## src/rtl/keypad_pkg.sv

```systemverilog
// keypad_pkg: shared definitions for the hex keypad emulator and scanner.
//   kp_state_t        press-sequence state
//   KEY_ROW/KEY_COL   key code -> matrix row/column (same map the scanner decodes)
//   LFSR_SEED/TAPS    bounce-source LFSR constants, plus lfsr_next() step helper
package keypad_pkg;

  typedef enum logic [2:0] {
    StIdle,
    StPressBounce,
    StHold,
    StReleaseBounce,
    StGap
  } kp_state_t;

  // Row 0 = 1 2 3 A, row 1 = 4 5 6 B, row 2 = 7 8 9 C, row 3 = E 0 F D.
  localparam logic [1:0] KEY_ROW [16] = '{
    2'd3, 2'd0, 2'd0, 2'd0, 2'd1, 2'd1, 2'd1, 2'd2,
    2'd2, 2'd2, 2'd0, 2'd1, 2'd2, 2'd3, 2'd3, 2'd3
  };
  localparam logic [1:0] KEY_COL [16] = '{
    2'd1, 2'd0, 2'd1, 2'd2, 2'd0, 2'd1, 2'd2, 2'd0,
    2'd1, 2'd2, 2'd3, 2'd3, 2'd3, 2'd3, 2'd0, 2'd2
  };

  localparam logic [7:0] LFSR_SEED = 8'hA5;
  // x^8 + x^6 + x^5 + x^4 + 1 -> feedback from bits 7, 5, 4, 3.
  localparam logic [7:0] LFSR_TAPS = 8'hB8;

  function automatic logic [7:0] lfsr_next(input logic [7:0] q);
    return {q[6:0], ^(q & LFSR_TAPS)};
  endfunction

endpackage

```

## src/rtl/keypad_emulator_if.sv

```systemverilog
// keypad_emulator_if: key-code handshake between a key producer and the emulator.
//   key_valid  producer -> emulator, key_code is presented
//   key_code   producer -> emulator, hex key to press
//   key_ready  emulator -> producer, high only while idle
interface keypad_emulator_if;
  logic       key_valid;
  logic [3:0] key_code;
  logic       key_ready;

  modport master (output key_valid, output key_code, input key_ready);
  modport slave  (input key_valid, input key_code, output key_ready);
endinterface

```

## src/rtl/keypad_emulator_lfsr8.sv

```systemverilog
// lfsr8: free-running 8-bit Fibonacci LFSR used as the contact-bounce source.
//   clk_i    clock
//   reset_i  synchronous active-high reset, loads LFSR_SEED
//   q_o      current LFSR value
module lfsr8
  import keypad_pkg::*;
(
  input  logic       clk_i,
  input  logic       reset_i,
  output logic [7:0] q_o
);

  logic [7:0] q_q;

  always_ff @(posedge clk_i) begin
    if (reset_i) begin
      q_q <= LFSR_SEED;
    end else begin
      q_q <= lfsr_next(q_q);
    end
  end

  assign q_o = q_q;

endmodule

```

## src/rtl/keypad_emulator.sv

```systemverilog
// keypad_emulator: responder side of a 4x4 hex keypad matrix. An accepted key code is
// played out as press bounce, solid hold, release bounce and an inter-key gap.
//   clk_i      clock (the scanner's clock)
//   reset_i    synchronous active-high reset
//   key_if     key-code handshake (slave side)
//   rows_i     active-low row drive from the scanner
//   columns_o  active-low column sense, combinational from rows_i
//   busy_o     high whenever a press sequence is in progress
//   contact_o  registered switch contact, for debug
module keypad_emulator
  import keypad_pkg::*;
#(
  parameter int unsigned BounceCycles = 8,
  parameter int unsigned HoldCycles   = 64,
  parameter int unsigned GapCycles    = 32
) (
  input  logic                     clk_i,
  input  logic                     reset_i,
  keypad_emulator_if.slave         key_if,
  input  logic               [3:0] rows_i,
  output logic               [3:0] columns_o,
  output logic                     busy_o,
  output logic                     contact_o
);

  localparam int unsigned MaxBh     = (BounceCycles > HoldCycles) ? BounceCycles : HoldCycles;
  localparam int unsigned MaxCycles = (MaxBh > GapCycles) ? MaxBh : GapCycles;
  localparam int unsigned CntW      = $clog2(MaxCycles + 1);

  // Each phase loads N-1 on entry and exits when the counter reads 0, so it lasts N cycles.
  localparam logic [CntW-1:0] BounceLoad = (BounceCycles > 0) ? CntW'(BounceCycles - 1) : '0;
  localparam logic [CntW-1:0] HoldLoad   = CntW'(HoldCycles - 1);
  localparam logic [CntW-1:0] GapLoad    = CntW'(GapCycles - 1);

  kp_state_t       state_q, state_d;
  logic [CntW-1:0] cnt_q, cnt_d;
  logic [1:0]      kr_q, kr_d;
  logic [1:0]      kc_q, kc_d;
  logic            contact_q, contact_d;
  logic            ready_q, ready_d;
  logic            busy_q, busy_d;
  logic [7:0]      lfsr_q;
  logic            unused_lfsr;

  lfsr8 u_lfsr8 (
    .clk_i   (clk_i),
    .reset_i (reset_i),
    .q_o     (lfsr_q)
  );

  // Only bit 0 drives the bounce pattern.
  assign unused_lfsr = ^lfsr_q[7:1];

  always_comb begin
    state_d = state_q;
    cnt_d   = cnt_q;
    kr_d    = kr_q;
    kc_d    = kc_q;
    unique case (state_q)
      StIdle: begin
        if (key_if.key_valid && ready_q) begin
          kr_d = KEY_ROW[key_if.key_code];
          kc_d = KEY_COL[key_if.key_code];
          if (BounceCycles != 0) begin
            state_d = StPressBounce;
            cnt_d   = BounceLoad;
          end else begin
            state_d = StHold;
            cnt_d   = HoldLoad;
          end
        end
      end
      StPressBounce: begin
        if (cnt_q == '0) begin
          state_d = StHold;
          cnt_d   = HoldLoad;
        end else begin
          cnt_d = cnt_q - 1'b1;
        end
      end
      StHold: begin
        if (cnt_q == '0) begin
          if (BounceCycles != 0) begin
            state_d = StReleaseBounce;
            cnt_d   = BounceLoad;
          end else begin
            state_d = StGap;
            cnt_d   = GapLoad;
          end
        end else begin
          cnt_d = cnt_q - 1'b1;
        end
      end
      StReleaseBounce: begin
        if (cnt_q == '0) begin
          state_d = StGap;
          cnt_d   = GapLoad;
        end else begin
          cnt_d = cnt_q - 1'b1;
        end
      end
      StGap: begin
        if (cnt_q == '0) begin
          state_d = StIdle;
        end else begin
          cnt_d = cnt_q - 1'b1;
        end
      end
      default: begin
        state_d = StIdle;
        cnt_d   = '0;
      end
    endcase

    // Outputs are registered from the state being entered.
    unique case (state_d)
      StPressBounce, StReleaseBounce: contact_d = lfsr_q[0];
      StHold:                         contact_d = 1'b1;
      default:                        contact_d = 1'b0;
    endcase
    ready_d = (state_d == StIdle);
    busy_d  = (state_d != StIdle);
  end

  always_ff @(posedge clk_i) begin
    if (reset_i) begin
      state_q   <= StIdle;
      cnt_q     <= '0;
      kr_q      <= 2'd0;
      kc_q      <= 2'd0;
      contact_q <= 1'b0;
      ready_q   <= 1'b1;
      busy_q    <= 1'b0;
    end else begin
      state_q   <= state_d;
      cnt_q     <= cnt_d;
      kr_q      <= kr_d;
      kc_q      <= kc_d;
      contact_q <= contact_d;
      ready_q   <= ready_d;
      busy_q    <= busy_d;
    end
  end

  // Switch matrix: only the pressed key's row, when driven low, pulls its column low.
  always_comb begin
    columns_o = 4'b1111;
    if (contact_q && !rows_i[kr_q]) begin
      columns_o[kc_q] = 1'b0;
    end
  end

  assign key_if.key_ready = ready_q;
  assign busy_o           = busy_q;
  assign contact_o        = contact_q;

endmodule
```

## src/flat_wrapper.sv

```systemverilog
// flat-port wrapper written by rule: the top's interface ports become plain ports
module keypad_emulator_flat import keypad_pkg::*;
#(
  parameter int unsigned BounceCycles = 8,
  parameter int unsigned HoldCycles   = 64,
  parameter int unsigned GapCycles    = 32
)
  (clk_i, reset_i, rows_i, columns_o, busy_o, contact_o, key_if_key_valid, key_if_key_code, key_if_key_ready);
  keypad_emulator_if key_if_i ();
  input  logic clk_i;
  input  logic reset_i;
  input  logic               [3:0] rows_i;
  output logic               [3:0] columns_o;
  output logic busy_o;
  output logic contact_o;
  input wire logic [$bits(key_if_i.key_valid)-1:0] key_if_key_valid;
  input wire logic [$bits(key_if_i.key_code)-1:0] key_if_key_code;
  output wire logic [$bits(key_if_i.key_ready)-1:0] key_if_key_ready;
  assign key_if_i.key_valid = key_if_key_valid;
  assign key_if_i.key_code = key_if_key_code;
  assign key_if_key_ready = key_if_i.key_ready;
  keypad_emulator #(.BounceCycles(BounceCycles), .HoldCycles(HoldCycles), .GapCycles(GapCycles)) u_core (.clk_i(clk_i), .reset_i(reset_i), .key_if(key_if_i), .rows_i(rows_i), .columns_o(columns_o), .busy_o(busy_o), .contact_o(contact_o));
endmodule
```

## config.mk

```make
export PLATFORM = sky130hd
export DESIGN_NAME = keypad_emulator_flat
export DESIGN_NICKNAME = d
export VERILOG_FILES = /design/src/rtl/keypad_pkg.sv /design/src/rtl/keypad_emulator_if.sv /design/src/rtl/keypad_emulator_lfsr8.sv /design/src/rtl/keypad_emulator.sv /design/src/flat_wrapper.sv
export SDC_FILE = /design/constraint.sdc
export NUM_CORES = 1
export LEC_CHECK = 0
export BUFFER_PORTS_ARGS = -buffer_cell sky130_fd_sc_hd__buf_2
export CAP_MARGIN = 20
export CORE_MARGIN = 3
export CORE_UTILIZATION = 30
export DETAILED_ROUTE_END_ITERATION = 16
export MAX_ROUTING_LAYER = met4
export PLACE_DENSITY = 0.46
export REMOVE_ABC_BUFFERS = 1
export SYNTH_ARGS = -nofsm -noshare
export SYNTH_HDL_FRONTEND = slang
export SYNTH_SLANG_ARGS = --single-unit
```

## constraint.sdc

```tcl
create_clock -name clk_i -period 2.3 [get_ports clk_i]
set_clock_uncertainty 0.2 [all_clocks]
set_input_delay 0.46 -clock clk_i [delete_from_list [all_inputs] [get_ports clk_i]]
set_output_delay 0.46 -clock clk_i [all_outputs]
set_load 0.005 [all_outputs]
```

==> metrics.md <==
| Metric | Value |
|---|---|
| Row count | 23 |
| First-pass GRT wire length | 5.40 mm |
| Startpoint types | register |
| DRC Markers | 0 |
| CP Max Fanout | 2 |
| Detailed Route WL | 3.09 mm |
| Final setup violating endpoints | 4 |
| GRT Total Usage | 13.5% |
| Tcrit/Tclk final | 103% |
| Postcts setup bufs | 0 |
| Yosys warns | 0 |
| Layout net count | 190 |
| P_leak | 0.614 nW |
| Largest area contributor in the netlist | dfxtp_1 |
| Max VDD drop | 0.261 mV |
| Final min period | 2.36 ns |
| GPL Wtd Cong | 0.822 |
| Initial antenna violation count | 0 |
| Vias per inst | 5.17 |
| Cell count after synthesis | 156 |
| Cts bufs inserted | 3 |
| Clk root buf | clkbuf_8 |
| Vias in the first global route | 1,163 |
| H-Tree Depth | 1 |
| Sequential Area | 502 µm² |
| Kind of critical path | register to output pin |
| Initial Util | 31.5% |
| # fillers | 417 |
| Slew HR | 70.1% |
| Yosys reg bits | 25 |
| RSZ-0062 raised after global routing | yes |
| CP Capture Type | output pin |
| Sink Count | 25 |
| PortBufs | 17 |
| Antenna diodes | 0 |
| Grt ovf | 0 |
| Chip width | 71.2 µm |
| Placeable Area | 4060 µm² |
| Maxcap violations | 0 |
| Share of post-route cells with drive strength above 1 | 23.7% |
| Drt pass-1 iters | 4 |
| Ranking of synthesized cells by area | dfxtp_1 (39%), nor2_1 (6.8%), a211oi_1 (5.3%) |
| TritonCTS clock tree | done |
| Initial DRC count | 27 |
| Crit path DAT | 1.70 ns |
| Register area share after synthesis | 39.2% |
| Routed Antenna Nets | 0 |
| Placed Area | 1440 µm² |
| Avg Inst Size Synth | 8.18 µm² |
| Failing checks | negative setup slack |
| Multi-input logic area | 739 µm² |
| Post-DP HPWL | 2.27 mm |
| Data required, critical path | 1.64 ns |
| Final Cell Area | 1510 µm² |
| Worst-Margin Slew | 0.447 ns |
| Routed length per instance | 13.6 µm |
| Distinct cell type count after synthesis | 42 |
| Status | finished, violations left |
| Worst skew pair latency | 0.27 ns |
| P&R area growth vs syn | 18.5% |
| DIE AREA | 5070 µm² |
| Setup ws final | -0.0643 ns |
| Cell Pwr Density | 932 nW/µm² |
| Mapped Area | 1280 µm² |
| Pin count of the biggest net entering global routing | 24 |
| Via count | 1,174 |
| TNS Setup | -0.0924 ns |
| Clk buf depth | 2 |
| Synth top area share | 39.2% |
| Final Hold Vio Count | 0 |
| Worst-path clk slew | 0.09 ns |
| IO Pins | 18 |
| Hold Path Class | register to register |
| Die Ht | 71.2 µm |
| Fin. max-slew vios | 0 |
| Fmax | 0.423 GHz |
## cells in the final DEF (no fill, tap or decap), drive strengths merged, types with 3 or more instances in the layout
master	netlist	layout
nand3	3	3
nor3	3	3
or2	6	6
a211oi	10	10
a21oi	11	11
nor2b	3	3
inv	8	8
nand2b	3	3
nand2	13	13
o21ai	11	11
clkbuf	3	4
dfxtp	25	25
or3	4	4
buf	3	23
xor2	4	4
nor2	23	23
## cells by family after synthesis
logic type	synth area share [%]
AO/OA/AOI/OAI	22.8
adder cells (fa/ha/maj)	0.980
multiplexers	3.33
buffers and inverters	4.61
flip-flops	39.2
XOR/XNOR	3.43
AND/OR/NAND/NOR	25.6
## final cells by class
class / instances / share of cell area, %
sequential: 25 / 33.2
multi-input combinational: 117 / 48.9
timing repair buffer: 23 / 8.85
clock buffer: 4 / 2.98
tap: 50 / 4.14
inverter: 8 / 1.99
## worst paths after layout
path | from | endpoint | slack [ns] | depth (start not counted)
setup / recovery | u_core.kr_q[0] | columns_o[0] | -0.06 | 4
hold / removal | u_core.u_lfsr8.q_o[1] | u_core.u_lfsr8.q_o[2] | 0.23 | 1
hold reg to reg | u_core.u_lfsr8.q_o[1] | u_core.u_lfsr8.q_o[2] | 0.23 | 1
setup reg to reg | u_core.cnt_q[1] | u_core.contact_o | 0.13 | 7
## cell usage after synthesis
cell and instances:
dfxtp_1 25, nor2_1 23, nand2_1 13, a21oi_1 11, o21ai_0 10, a211oi_1 9
inv_1 8, or2_2 4, xor2_1 4, clkbuf_1 3, nand2b_1 3, nand3_1 3
nor2b_1 3, or3_1 3, a21o_1 2, a31oi_1 2, buf_2 2, mux2i_1 2
nor3_1 2, nor3b_1 2, a211oi_2 1, a21boi_1 1, a311oi_1 1, a32oi_1 1
a41oi_1 1, and2_1 1, buf_4 1, ha_1 1, mux4_2 1, nor3_2 1
nor4b_1 1, o211ai_1 1, o21ai_1 1, o221ai_1 1, o31ai_1 1, o32ai_2 1
or2_0 1, or2_1 1, or3_4 1, or4_1 1, or4b_4 1, xnor2_1 1
## registers in the layout, indices dropped and copies added (netlist names)
signal,flops
u_core.key_if.key_ready,1
u_core.u_lfsr8.q_o,8
u_core.busy_o,1
u_core.contact_o,1
u_core.state_q,3
u_core.cnt_q,7
u_core.kr_q,2
u_core.kc_q,2
## worst max-delay path, cell delays in order (launching register included)
cell	delay, ns
dfxtp_2	0.36
mux4_2	0.50
nand2b_4	0.16
or3_1	0.29
buf_2	0.13
## metrics by stage
step	total power [mW]	instances	util [%]	worst slack, ns	hold slack (ns)
floorplan	0.955	150	-	0.144	0.189
global placement	1.13	223	35.5	0.0625	0.202
detailed placement	1.14	223	35.5	0.0311	0.198
CTS	1.41	227	36.9	-0.0597	0.230
global route	1.53	227	37.3	-0.111	0.267
finish	1.41	227	37.3	-0.0643	0.229
## routing by layer
metal,global-route usage [%],up-vias,share of wire [%]
li1,-,594,-
met1,16.9,549,45
met3,2.38,2,4.3
met5,-,-,0
met4,3.76,0,0.84
met2,22.3,29,49
## what timing repair did
item	4_1_cts	5_1_grt
hold buffers	0	0
setup endpoints to repair	4	6
pin swaps	0	2
resized for setup	3	5
cloned	0	0
## report_power, final
part           internal (mW)  switching [mW]
Sequential             0.508          0.0668
Combinational          0.253           0.320
Clock                  0.124           0.138
Power figures use the tool's default switching activity.
